===== config.mk =====
export PLATFORM = sky130hd
export DESIGN_NAME = axil_stream_reader
export DESIGN_NICKNAME = d
export VERILOG_FILES = /design/src/rtl/axil_stream_reader_pkg.sv /design/src/rtl/axil_stream_reader_sync_fifo.sv /design/src/rtl/axil_stream_reader.sv
export SDC_FILE = /design/constraint.sdc
export NUM_CORES = 1
export LEC_CHECK = 0
export CELL_PAD_IN_SITES_DETAIL_PLACEMENT = 0
export CELL_PAD_IN_SITES_GLOBAL_PLACEMENT = 1
export CORE_MARGIN = 2
export CORE_UTILIZATION = 48
export CTS_CLUSTER_DIAMETER = 50
export DETAILED_ROUTE_END_ITERATION = 7
export PLACE_DENSITY = 0.86
export SYNTH_ARGS = -nofsm -noshare
export SYNTH_HDL_FRONTEND = slang
export SYNTH_SLANG_ARGS = --single-unit
export TNS_END_PERCENT = 5

===== constraint.sdc =====
create_clock -name clk -period 8 [get_ports clk]
set_clock_uncertainty 0.1 [all_clocks]
set_input_delay 1.2 -clock clk [delete_from_list [all_inputs] [get_ports clk]]
set_output_delay 1.2 -clock clk [all_outputs]
set_load 0.02 [all_outputs]

===== src/rtl/axil_stream_reader_pkg.sv =====
// ============================================================================
// Module      : axil_stream_reader_pkg
// Description : Shared constants, state encoding and log2 helper for the
//               AXI-Lite to AXI-Stream reader.
// Revision    : 1.0 - initial release
// ============================================================================
`default_nettype none

package axil_stream_reader_pkg;

    localparam logic [1:0] RESP_OKAY   = 2'b00;
    localparam logic [1:0] RESP_EXOKAY = 2'b01;
    localparam logic [1:0] RESP_SLVERR = 2'b10;
    localparam logic [1:0] RESP_DECERR = 2'b11;

    typedef enum logic [0:0] {
        ST_IDLE = 1'b0,
        ST_RUN  = 1'b1
    } state_t;

    // Ceiling log2, usable in constant expressions.
    function automatic int log2(input int value);
        int result;
        result = 0;
        for (int i = 0; i < 31; i++) begin
            if ((1 << i) < value) begin
                result = i + 1;
            end
        end
        return result;
    endfunction

endpackage

`default_nettype wire


===== src/rtl/axil_stream_reader_sync_fifo.sv =====
// ============================================================================
// Module      : sync_fifo
// Description : Single-clock FIFO with full/empty flags and an occupancy count;
//               simultaneous push and pop on a full FIFO is allowed.
// Revision    : 1.0 - initial release
// ============================================================================
`default_nettype none

module sync_fifo
    import axil_stream_reader_pkg::*;
#(
    parameter int DEPTH = 4,
    parameter int WIDTH = 32,
    localparam int AW   = log2(DEPTH),
    localparam int CW   = AW + 1
) (
    input  logic             clk,
    input  logic             rst,
    input  logic             push,
    input  logic [WIDTH-1:0] push_data,
    input  logic             pop,
    output logic [WIDTH-1:0] pop_data,
    output logic             full,
    output logic             empty,
    output logic [CW-1:0]    count
);

    logic [WIDTH-1:0] r_mem [DEPTH];
    logic [AW-1:0]    r_wr_ptr;
    logic [AW-1:0]    r_rd_ptr;
    logic [CW-1:0]    r_count;
    logic             w_wr_en;
    logic             w_rd_en;

    assign full     = (r_count == CW'(DEPTH));
    assign empty    = (r_count == '0);
    assign count    = r_count;
    assign pop_data = r_mem[r_rd_ptr];

    // The head slot is read combinationally, so a full FIFO can accept a
    // write into the slot being popped in the same cycle.
    assign w_wr_en = push && (!full || pop);
    assign w_rd_en = pop && !empty;

    always_ff @(posedge clk) begin
        if (rst) begin
            r_wr_ptr <= '0;
            r_rd_ptr <= '0;
            r_count  <= '0;
        end else begin
            if (w_wr_en) begin
                r_wr_ptr <= r_wr_ptr + AW'(1);
            end
            if (w_rd_en) begin
                r_rd_ptr <= r_rd_ptr + AW'(1);
            end
            r_count <= r_count + CW'(w_wr_en) - CW'(w_rd_en);
        end
    end

    always_ff @(posedge clk) begin
        if (w_wr_en) begin
            r_mem[r_wr_ptr] <= push_data;
        end
    end

endmodule

`default_nettype wire


===== src/rtl/axil_stream_reader.sv =====
// ============================================================================
// Module      : axil_stream_reader
// Description : Reads cmd_len+1 consecutive words over AXI-Lite and streams
//               them out on AXI-Stream with tlast on the final beat.
// Revision    : 1.0 - initial release
// ============================================================================
`default_nettype none

module axil_stream_reader
    import axil_stream_reader_pkg::*;
#(
    parameter int DATA_WIDTH = 32,
    parameter int ADDR_WIDTH = 9,
    parameter int STRB_WIDTH = DATA_WIDTH / 8,
    parameter int LEN_WIDTH  = 8,
    parameter int FIFO_DEPTH = 4
) (
    input  logic                  clk,
    input  logic                  rst,

    input  logic [ADDR_WIDTH-1:0] cmd_addr,
    input  logic [LEN_WIDTH-1:0]  cmd_len,
    input  logic                  cmd_valid,
    output logic                  cmd_ready,

    output logic [ADDR_WIDTH-1:0] m_axil_araddr,
    output logic [2:0]            m_axil_arprot,
    output logic                  m_axil_arvalid,
    input  logic                  m_axil_arready,
    input  logic [DATA_WIDTH-1:0] m_axil_rdata,
    input  logic [1:0]            m_axil_rresp,
    input  logic                  m_axil_rvalid,
    output logic                  m_axil_rready,

    output logic [DATA_WIDTH-1:0] m_axis_tdata,
    output logic                  m_axis_tvalid,
    input  logic                  m_axis_tready,
    output logic                  m_axis_tlast,

    output logic                  busy,
    output logic                  done,
    output logic                  err
);

    localparam int CW = log2(FIFO_DEPTH) + 1;
    localparam logic [ADDR_WIDTH-1:0] ALIGN_MASK = ~ADDR_WIDTH'(STRB_WIDTH - 1);

    state_t                r_state;
    logic [ADDR_WIDTH-1:0] r_araddr;
    logic                  r_arvalid;
    logic                  r_rready;
    logic                  r_cmd_ready;
    logic                  r_done;
    logic                  r_err;
    logic [LEN_WIDTH-1:0]  r_len;
    logic [LEN_WIDTH-1:0]  r_beat;
    logic [LEN_WIDTH-1:0]  r_ar_left;
    logic [CW-1:0]         r_reserved;

    logic                  w_push;
    logic                  w_pop;
    logic                  w_full;
    logic                  w_empty;
    logic [CW-1:0]         w_count;
    logic [CW-1:0]         w_free;
    logic                  w_issue;
    logic                  w_accept;
    logic                  w_last_hs;

    sync_fifo #(
        .DEPTH (FIFO_DEPTH),
        .WIDTH (DATA_WIDTH)
    ) u_fifo (
        .clk       (clk),
        .rst       (rst),
        .push      (w_push),
        .push_data (m_axil_rdata),
        .pop       (w_pop),
        .pop_data  (m_axis_tdata),
        .full      (w_full),
        .empty     (w_empty),
        .count     (w_count)
    );

    assign m_axil_araddr  = r_araddr;
    assign m_axil_arprot  = 3'b000;
    assign m_axil_arvalid = r_arvalid;
    assign m_axil_rready  = r_rready;
    assign cmd_ready      = r_cmd_ready;
    assign busy           = (r_state == ST_RUN);
    assign done           = r_done;
    assign err            = r_err;

    assign m_axis_tvalid  = !w_empty;
    assign m_axis_tlast   = !w_empty && (r_beat == r_len);

    assign w_accept  = cmd_valid && r_cmd_ready;
    assign w_push    = m_axil_rvalid && r_rready;
    assign w_pop     = m_axis_tvalid && m_axis_tready;
    assign w_last_hs = w_pop && m_axis_tlast;
    assign w_free    = w_full ? '0 : CW'(FIFO_DEPTH) - w_count;

    // r_reserved counts every AR launched whose R beat has not yet landed, so a
    // new AR is only launched while a FIFO slot is still unclaimed.
    assign w_issue = (r_state == ST_RUN) && (r_ar_left != '0) &&
                     (!r_arvalid || m_axil_arready) && (w_free > r_reserved);

    always_ff @(posedge clk) begin
        if (rst) begin
            r_state     <= ST_IDLE;
            r_araddr    <= '0;
            r_arvalid   <= 1'b0;
            r_rready    <= 1'b0;
            r_cmd_ready <= 1'b0;
            r_done      <= 1'b0;
            r_err       <= 1'b0;
            r_len       <= '0;
            r_beat      <= '0;
            r_ar_left   <= '0;
            r_reserved  <= '0;
        end else begin
            r_done <= 1'b0;
            case (r_state)
                ST_IDLE: begin
                    r_cmd_ready <= 1'b1;
                    if (w_accept) begin
                        r_state     <= ST_RUN;
                        r_cmd_ready <= 1'b0;
                        r_araddr    <= cmd_addr & ALIGN_MASK;
                        r_arvalid   <= 1'b1;
                        r_rready    <= 1'b1;
                        r_len       <= cmd_len;
                        r_beat      <= '0;
                        r_ar_left   <= cmd_len;
                        r_reserved  <= CW'(1);
                        r_err       <= 1'b0;
                    end
                end
                ST_RUN: begin
                    if (w_issue) begin
                        r_arvalid <= 1'b1;
                        r_araddr  <= r_araddr + ADDR_WIDTH'(STRB_WIDTH);
                        r_ar_left <= r_ar_left - LEN_WIDTH'(1);
                    end else if (m_axil_arready) begin
                        r_arvalid <= 1'b0;
                    end
                    r_reserved <= r_reserved + CW'(w_issue) - CW'(w_push);
                    if (w_push && (m_axil_rresp != RESP_OKAY)) begin
                        r_err <= 1'b1;
                    end
                    if (w_pop) begin
                        r_beat <= r_beat + LEN_WIDTH'(1);
                    end
                    if (w_last_hs) begin
                        r_state     <= ST_IDLE;
                        r_done      <= 1'b1;
                        r_cmd_ready <= 1'b1;
                        r_rready    <= 1'b0;
                        r_arvalid   <= 1'b0;
                    end
                end
                default: begin
                    r_state <= ST_IDLE;
                end
            endcase
        end
    end

endmodule

`default_nettype wire


==> results of run 1 <==
==> logic make-up after synthesis <==
logic type,Yosys count,synth area share (%)
adders and majority gates,20,3.60
DFF,177,65.5
other,1,0.0509
AOI/OAI and AO/OA,65,6.17
muxes,40,10.9
buffers and inverters,48,2.99
and+or+nand+nor,131,8.99
xor gates and xnor gates,15,1.78
==> state kept, by name, indices dropped and copies added, names as in the netlist, named ones only <==
name and flops:
u_fifo.r_mem 128, u_fifo.r_rd_ptr 2, u_fifo.count 3, r_len 8
busy 1, err 1, cmd_ready 1, u_fifo.r_wr_ptr 2
m_axil_arvalid 1, m_axil_rready 1, r_beat 8, m_axil_araddr 7
r_reserved 3, done 1, r_ar_left 8
==> routing by layer <==
layer  up-vias  track usage, %
li1       2067               -
met1      2162            24.1
met2       123            30.8
met3        14            4.80
met4         0            5.82
met5         -               0
==> worst max path at each step <==
stage	slack, ps	depth (start not counted)	to
6_report	4270	3	m_axis_tdata[20]
5_1_grt	4050	18	r_reserved[2]
4_1_cts	4190	3	m_axis_tdata[3]
3_5_place_dp	3900	14	r_reserved[2]
3_3_place_gp	3880	14	r_reserved[2]
2_1_floorplan	4660	14	r_reserved[2]
==> final cells by class <==
type / count / area [sq um]
Tap cell: 188 / 235
Multi-Input combinational cell: 276 / 2340
Fill cell: 1150 / 5950
Clock inverter: 15 / 193
Timing Repair Buffer: 105 / 1040
Clock buffer: 17 / 425
Sequential cell: 177 / 4830
Inverter: 21 / 78.8
==> through the flow <==
step / area, sq um / worst slack (ps) / std cells / total power [mW]
floorplan: 7380 / 4660 / 501 / 1.53
global placement: 8520 / 3880 / 767 / 1.76
detailed placement: 8520 / 3900 / 767 / 1.77
CTS: 9140 / 4190 / 799 / 2.63
global route: 9140 / 4050 / 799 / 2.73
finish: 9140 / 4270 / 799 / 2.60
==> critical path, cell delays in order (launching register included) <==
cell	delay (ps)
dfxtp_2	310
buf_4	510
mux4_2	590
clkdlybuf4s50_1	560
==> cells in the mapped netlist, drive strengths merged (4+ instances only) <==
master  count  area share [%]
o21a        4            0.51
o21ai       4            0.27
nor2       38             1.9
nand2b      6            0.61
nand3      12            0.99
nor3        6            0.63
mux2i       6            0.82
xnor2       5            0.59
and2        9            0.76
ha         18             3.1
inv        21             1.1
edfxtp    128              52
nor4        4            0.42
a21oi      28             1.9
dfxtp      49              13
o211ai      5            0.51
a31oi       4            0.34
nand2      40             2.0
buf        18             1.5
clkbuf      9            0.46
mux4       32             9.8
xor2       10             1.2
==> power breakdown <==
group | internal, mW | total (mW) | switching, mW
Clock | 0.502 | 0.857 | 0.356
Combinational | 0.339 | 0.690 | 0.351
Sequential | 1.02 | 1.05 | 0.0305
==> metrics.md, run 1 <==
| Metric | Value |
|---|---|
| Status | finished clean |
| Worst-Margin Slew | approximately 1100 ps |
| Ant. Diodes | 0 |
| WL per Instance | between 15 and 20 microns |
| Most frequent cells in the layout | edfxtp_1, clkdlybuf4s50_1, dfxtp_1 |
| Hold EP | r_reserved[2] |
| Reg2reg setup slack | 4340 ps |
| CTS max path bufs | 2 |
| R2R Path End | r_reserved[2] |
| Post-layout util | between 60% and 70% |
| Critical path required time | 6700 ps |
| WHS | 365 ps |
| RSZ-0062 raised after global routing | no |
| Met3 WL post-DR | 691 microns |
| Setup CP Type | reg2out |
| CP startpoint kind | flip-flop |
| Final Cycle Share | 46.6% |
| Clk Latency, worst-skew pair | 420 ps |
| Fmax | 268 MHz |
| Headroom to the max-slew limit | about 25% |
| Worst VDD drop | 0.000224 V |
| Hold_buf cts | 0 |
| Placer Congestion | 0.747 |
| Largest net degree at the start of global routing | 48 |
| Top layer used by detailed routing | met4 |
| Max-cap viol count | 0 |
| Worst-path clk slew | 60 ps |
| Syn Area/Cell | 14.8 sq um |
| Die area | about 0.016 sq mm |
| Worst r2r path cells | 18 |
| Async S/R FF share, synth | 0% |
| CTS tree | yes |
| Post-synthesis sequential area ratio | 65.5% |
| Yosys reg bits | 177 |
| Post-synth cell types | 60 |
| Final Setup Violations | 0 |
| Final min period | 3730 ps |
| Metal1 wirelength | 6250 microns |
| Netlist Area Pre-Place | 0.00736 sq mm |
| PwrDens | about 280 mW/mm^2 |
| Max-slew violations | 0 |
| LEAKAGE | 3.10 nW |
| # Post-CTS Setup Buffers | 0 |
| Number of nets with antenna violations after routing | 0 |
| Yosys warnings | 0 |
| DR iter-0 viols | 240 |
| Port bufs | 101 |
| Syn Inst Count | 497 |
| DP HPWL | around 9000 microns |
| Post-cts sizing count | 0 |
| Core ar. | between 0.015 and 0.02 sq mm |
| Top FF cell, synth | edfxtp_1 |
| Most common cell after layout, fill and taps aside | edfxtp_1 |
| # DRC | 0 |
| Total number of vias | between 4,000 and 5,000 |
| Number of vias per cell | roughly 5.5 |
| Starting Density | 48.8% |
| Setup TNS | 0 ps |
| Number of enable flip-flop cells after synthesis | 128 |
| Drt pass-1 iters | 4 |
| Hold Startpoint | r_reserved[2] |
| Num rows | 45 |
| Layout area overhead | 24.1% |
| Wire length on met2 | 7150 microns |
| Total congestion overflow | 0 |
| Hold Violations, Final | 0 |
| Die Span X | between 100 and 150 microns |
| Vias in the first global route | between 4,000 and 5,000 |
| Nets | 675 |
| Crit Path Max Fanout | 32 |
| Crit. End Element | output pin |
| Hold WC Path Type | reg2reg |
| DIE HEIGHT | 128 microns |
| Cts bufs inserted | 17 |
| WP data arrival | 2430 ps |
| Hold-critical path depth | 2 |
| Top Ports | 109 |
| Antenna violations before repair | 0 |
| Root Driver | clkbuf_16 |
| Total track usage | 18.5% |
| Global-route wire length before repair | 23,200 microns |
| RR Startpoint | u_fifo.count[1] |
| Drt total wl | between 10,000 and 15,000 microns |
| Clk sink count | 177 |
| H-Tree Depth | 4 |
| Fraction of layout cells with a size suffix above 1 | around 14% |
Note: power is estimated with default switching activity, not from simulation.
==> run 2: changes to the inputs <==
--- a/config.mk
+++ b/config.mk
@@ -8,10 +8,10 @@
 export CELL_PAD_IN_SITES_DETAIL_PLACEMENT = 0
 export CELL_PAD_IN_SITES_GLOBAL_PLACEMENT = 1
 export CORE_MARGIN = 2
-export CORE_UTILIZATION = 48
+export CORE_UTILIZATION = 40
 export CTS_CLUSTER_DIAMETER = 50
 export DETAILED_ROUTE_END_ITERATION = 7
-export PLACE_DENSITY = 0.86
+export PLACE_DENSITY = 0.77
 export SYNTH_ARGS = -nofsm -noshare
 export SYNTH_HDL_FRONTEND = slang
 export SYNTH_SLANG_ARGS = --single-unit
==> constraint.sdc (replaced) <==
create_clock -name clk -period 3.2 [get_ports clk]
set_clock_uncertainty 0.1 [all_clocks]
set_input_delay 0.48 -clock clk [delete_from_list [all_inputs] [get_ports clk]]
set_output_delay 0.48 -clock clk [all_outputs]
set_load 0.02 [all_outputs]
==> run 2 against run 1 <==
Compared with the run above: first-iteration DRC count increased by 9.6%; non-clock buffer count increased by 16; final cell count increased by 7.1%; critical path depth increased by 13; core utilization decreased by 8.1 points; register-to-register slack got worse by 4200 ps; via count increased by 2.6%; power increased to 2.5 times the previous value; global-route usage decreased by 2.6 points; sequential share of layout area decreased by 1.7 points.
==> metrics.md, run 2 (same netlist as run 1, synthesis figures left out) <==
| Metric | Value |
|---|---|
| Die Span X | 140 microns (+9.2%) |
| Top Ports | 109 (unchanged) |
| Largest net degree at the start of global routing | 40 (-17%) |
| CP startpoint kind | flip-flop |
| Status | finished clean |
| Reg2reg setup slack | 110 ps (-4230 ps) |
| Slowest Stage Delay on Critical Path | 420 ps (-170 ps) |
| Layout area overhead | 28.4% |
| Crit Path Max Fanout | 3 (-91%) |
| Antenna violations before repair | 0 (unchanged) |
| Filler cells | 1,490 (+30%) |
| Fmax | 324 MHz |
| Placer Congestion | 0.824 (+10%) |
| Core ar. | 0.0180 sq mm (+19%) |
| DIE HEIGHT | 140 microns (+9.2%) |
| Final Cycle Share | 96.6% |
| Most common cell after layout, fill and taps aside | edfxtp_1 |
| H-Tree Depth | 4 (unchanged) |
| Crit. End Element | flip-flop |
| WP data arrival | 3360 ps (+930 ps) |
| DP HPWL | 9680 microns (+7.7%) |
| Total track usage | 15.9% (-2.6 points) |
| Vias in the first global route | 4,697 (+4.3%) |
| Headroom to the max-slew limit | 53.3% (+28 points) |
| Largest register FFs | 128 (unchanged) |
| CTS tree | yes |
| RSZ-0062 raised after global routing | yes |
| Total design power | 6.63 mW (+150%) |
| Ant. Diodes | 0 (unchanged) |
| Port bufs | 101 (unchanged) |
| LEAKAGE | 3.18 nW (+2.6%) |
| R2R Path End | r_reserved[1] |
| Largest register by flop count | u_fifo.r_mem |
| RR Startpoint | u_fifo.count[0] |
| Final Setup Violations | 0 (unchanged) |
| Cts bufs inserted | 17 (unchanged) |
| Worst VDD drop | 0.000557 V (+150%) |
| Hold EP | err |
| Drt total wl | 14,900 microns (+4.8%) |
| Drt pass-1 iters | 5 (+1) |
| Number of nets with antenna violations after routing | 0 (unchanged) |
| Hold-critical path depth | 2 (unchanged) |
| Final min period | between 3000 and 4000 ps |
| Starting Density | 40.9% (-7.9 points) |
| CTS max path bufs | 2 (unchanged) |
| Setup CP Type | reg2reg |
| # DRC | 0 (unchanged) |
| Hold Violations, Final | 0 (unchanged) |
| Hold Startpoint | err |
| Total congestion overflow | 0 (unchanged) |
| Root Driver | clkbuf_16 |
| Setup TNS | 0 ps (unchanged) |
| Worst-Margin Slew | 694 ps (-427 ps) |
| DR iter-0 viols | 263 (+9.6%) |
| Multi-input logic area | 0.00246 sq mm (+5.1%) |
| Reg area | 0.00483 sq mm (+0.10%) |
| Critical path required time | 3470 ps (-3230 ps) |
| WL per Instance | 17.4 microns (-2.2%) |
| Post-layout util | 52.5% (-8.1 points) |
| Num rows | 49 (+8.9%) |
| Nets | 691 (+2.4%) |
| Total number of vias | 4,481 (+2.6%) |
| Global-route wire length before repair | 24,400 microns (+5.1%) |
| Clk Latency, worst-skew pair | 430 ps (about the same) |
| Die area | 0.0195 sq mm (+19%) |
| Max-slew violations | 0 (unchanged) |
| Crit-path slowest cell | fa_2 |
| Cell Chain, Critical Path | inv_2, ha_4, ha_4, inv_2, ha_4, nand2_2, o21a_4, nor3_4, inv_2, ha_4, inv_2, ha_4, inv_2, fa_2, mux2_4, nor2_4 |
| Worst r2r path cells | 16 (-2) |
| Number of vias per cell | 5.23 (-4.2%) |
| Hold WC Path Type | reg2reg |
| Clk sink count | 177 (unchanged) |
| Most frequent cells in the layout | edfxtp_1, clkdlybuf4s50_1, dfxtp_1 |
| PwrDens | 701 mW/mm^2 (+150%) |
| Max-cap viol count | 0 (unchanged) |
| Worst-path clk slew | 70 ps (about the same) |
| Fraction of layout cells with a size suffix above 1 | 18.5% (+4.6 points) |
-- run 2: worst max path at each step --
stage	startpoint	slack, ps	cells past startpoint	to
3_3_place_gp	u_fifo.count[1]	110	16	r_reserved[1]
6_report	u_fifo.count[0]	110	16	r_reserved[1]
2_1_floorplan	u_fifo.count[1]	-20	17	r_reserved[1]
5_1_grt	u_fifo.count[1]	-10	16	r_reserved[1]
3_5_place_dp	u_fifo.count[1]	-30	18	r_reserved[2]
4_1_cts	u_fifo.count[1]	0.5	18	r_reserved[2]
-- run 2: power by group --
group / leakage [nW] / internal (mW) / switching, mW / total (mW)
Clock: 0.284 / 1.18 / 0.923 / 2.10
Combinational: 1.34 / 0.964 / 0.921 / 1.89
Sequential: 1.55 / 2.56 / 0.0832 / 2.64
Total: 3.18 / 4.70 / 1.93 / 6.63
-- run 2: layout make-up --
type / count / area share, %
well taps: 229 / 3.03
multi-input cells: 276 / 26.0
inverters: 21 / 0.834
clock inverters: 15 / 1.85
clock buffers: 17 / 4.50
repair buffers: 121 / 12.7
flip-flops and latches: 177 / 51.1
-- run 2: worst max-delay path: cells and delay by family, from the launching register on --
| kind | cells | cell delay (ps) |
|---|---|---|
| adder cells (fa/ha/maj) | 6 | 1520 |
| flip-flops | 1 | 350 |
| AND/OR/NAND/NOR | 3 | 330 |
| multiplexers | 1 | 280 |
| buffers and inverters | 5 | 240 |
| AO/OA/AOI/OAI | 1 | 220 |
-- run 2: what timing repair did --
action                                  4_1_cts  5_1_grt
endpoints found under the setup margin        1        2
pin swaps                                     5       15
hold buffers                                  0        0
setup buffers                                 2        2
gates resized for setup                       7       13
-- run 2: metrics by stage --
step	area [sq um]	std cells	hold slack, ps	worst slack [ps]
floorplan	7410	501	344	-16.9
global placement	8720	820	347	113
detailed placement	8720	820	352	-26.6
CTS	9370	854	363	0.471
global route	9450	856	374	-12.3
finish	9450	856	369	110
-- run 2: metal layers --
layer / track usage [%] / vias up / part of all wire [%]
met2: 26.1 / 129 / 48
met5: 0 / - / 0
met1: 20.9 / 2230 / 45
li1: - / 2102 / -
met4: 4.58 / 0 / 1.4
met3: 4.30 / 20 / 4.9
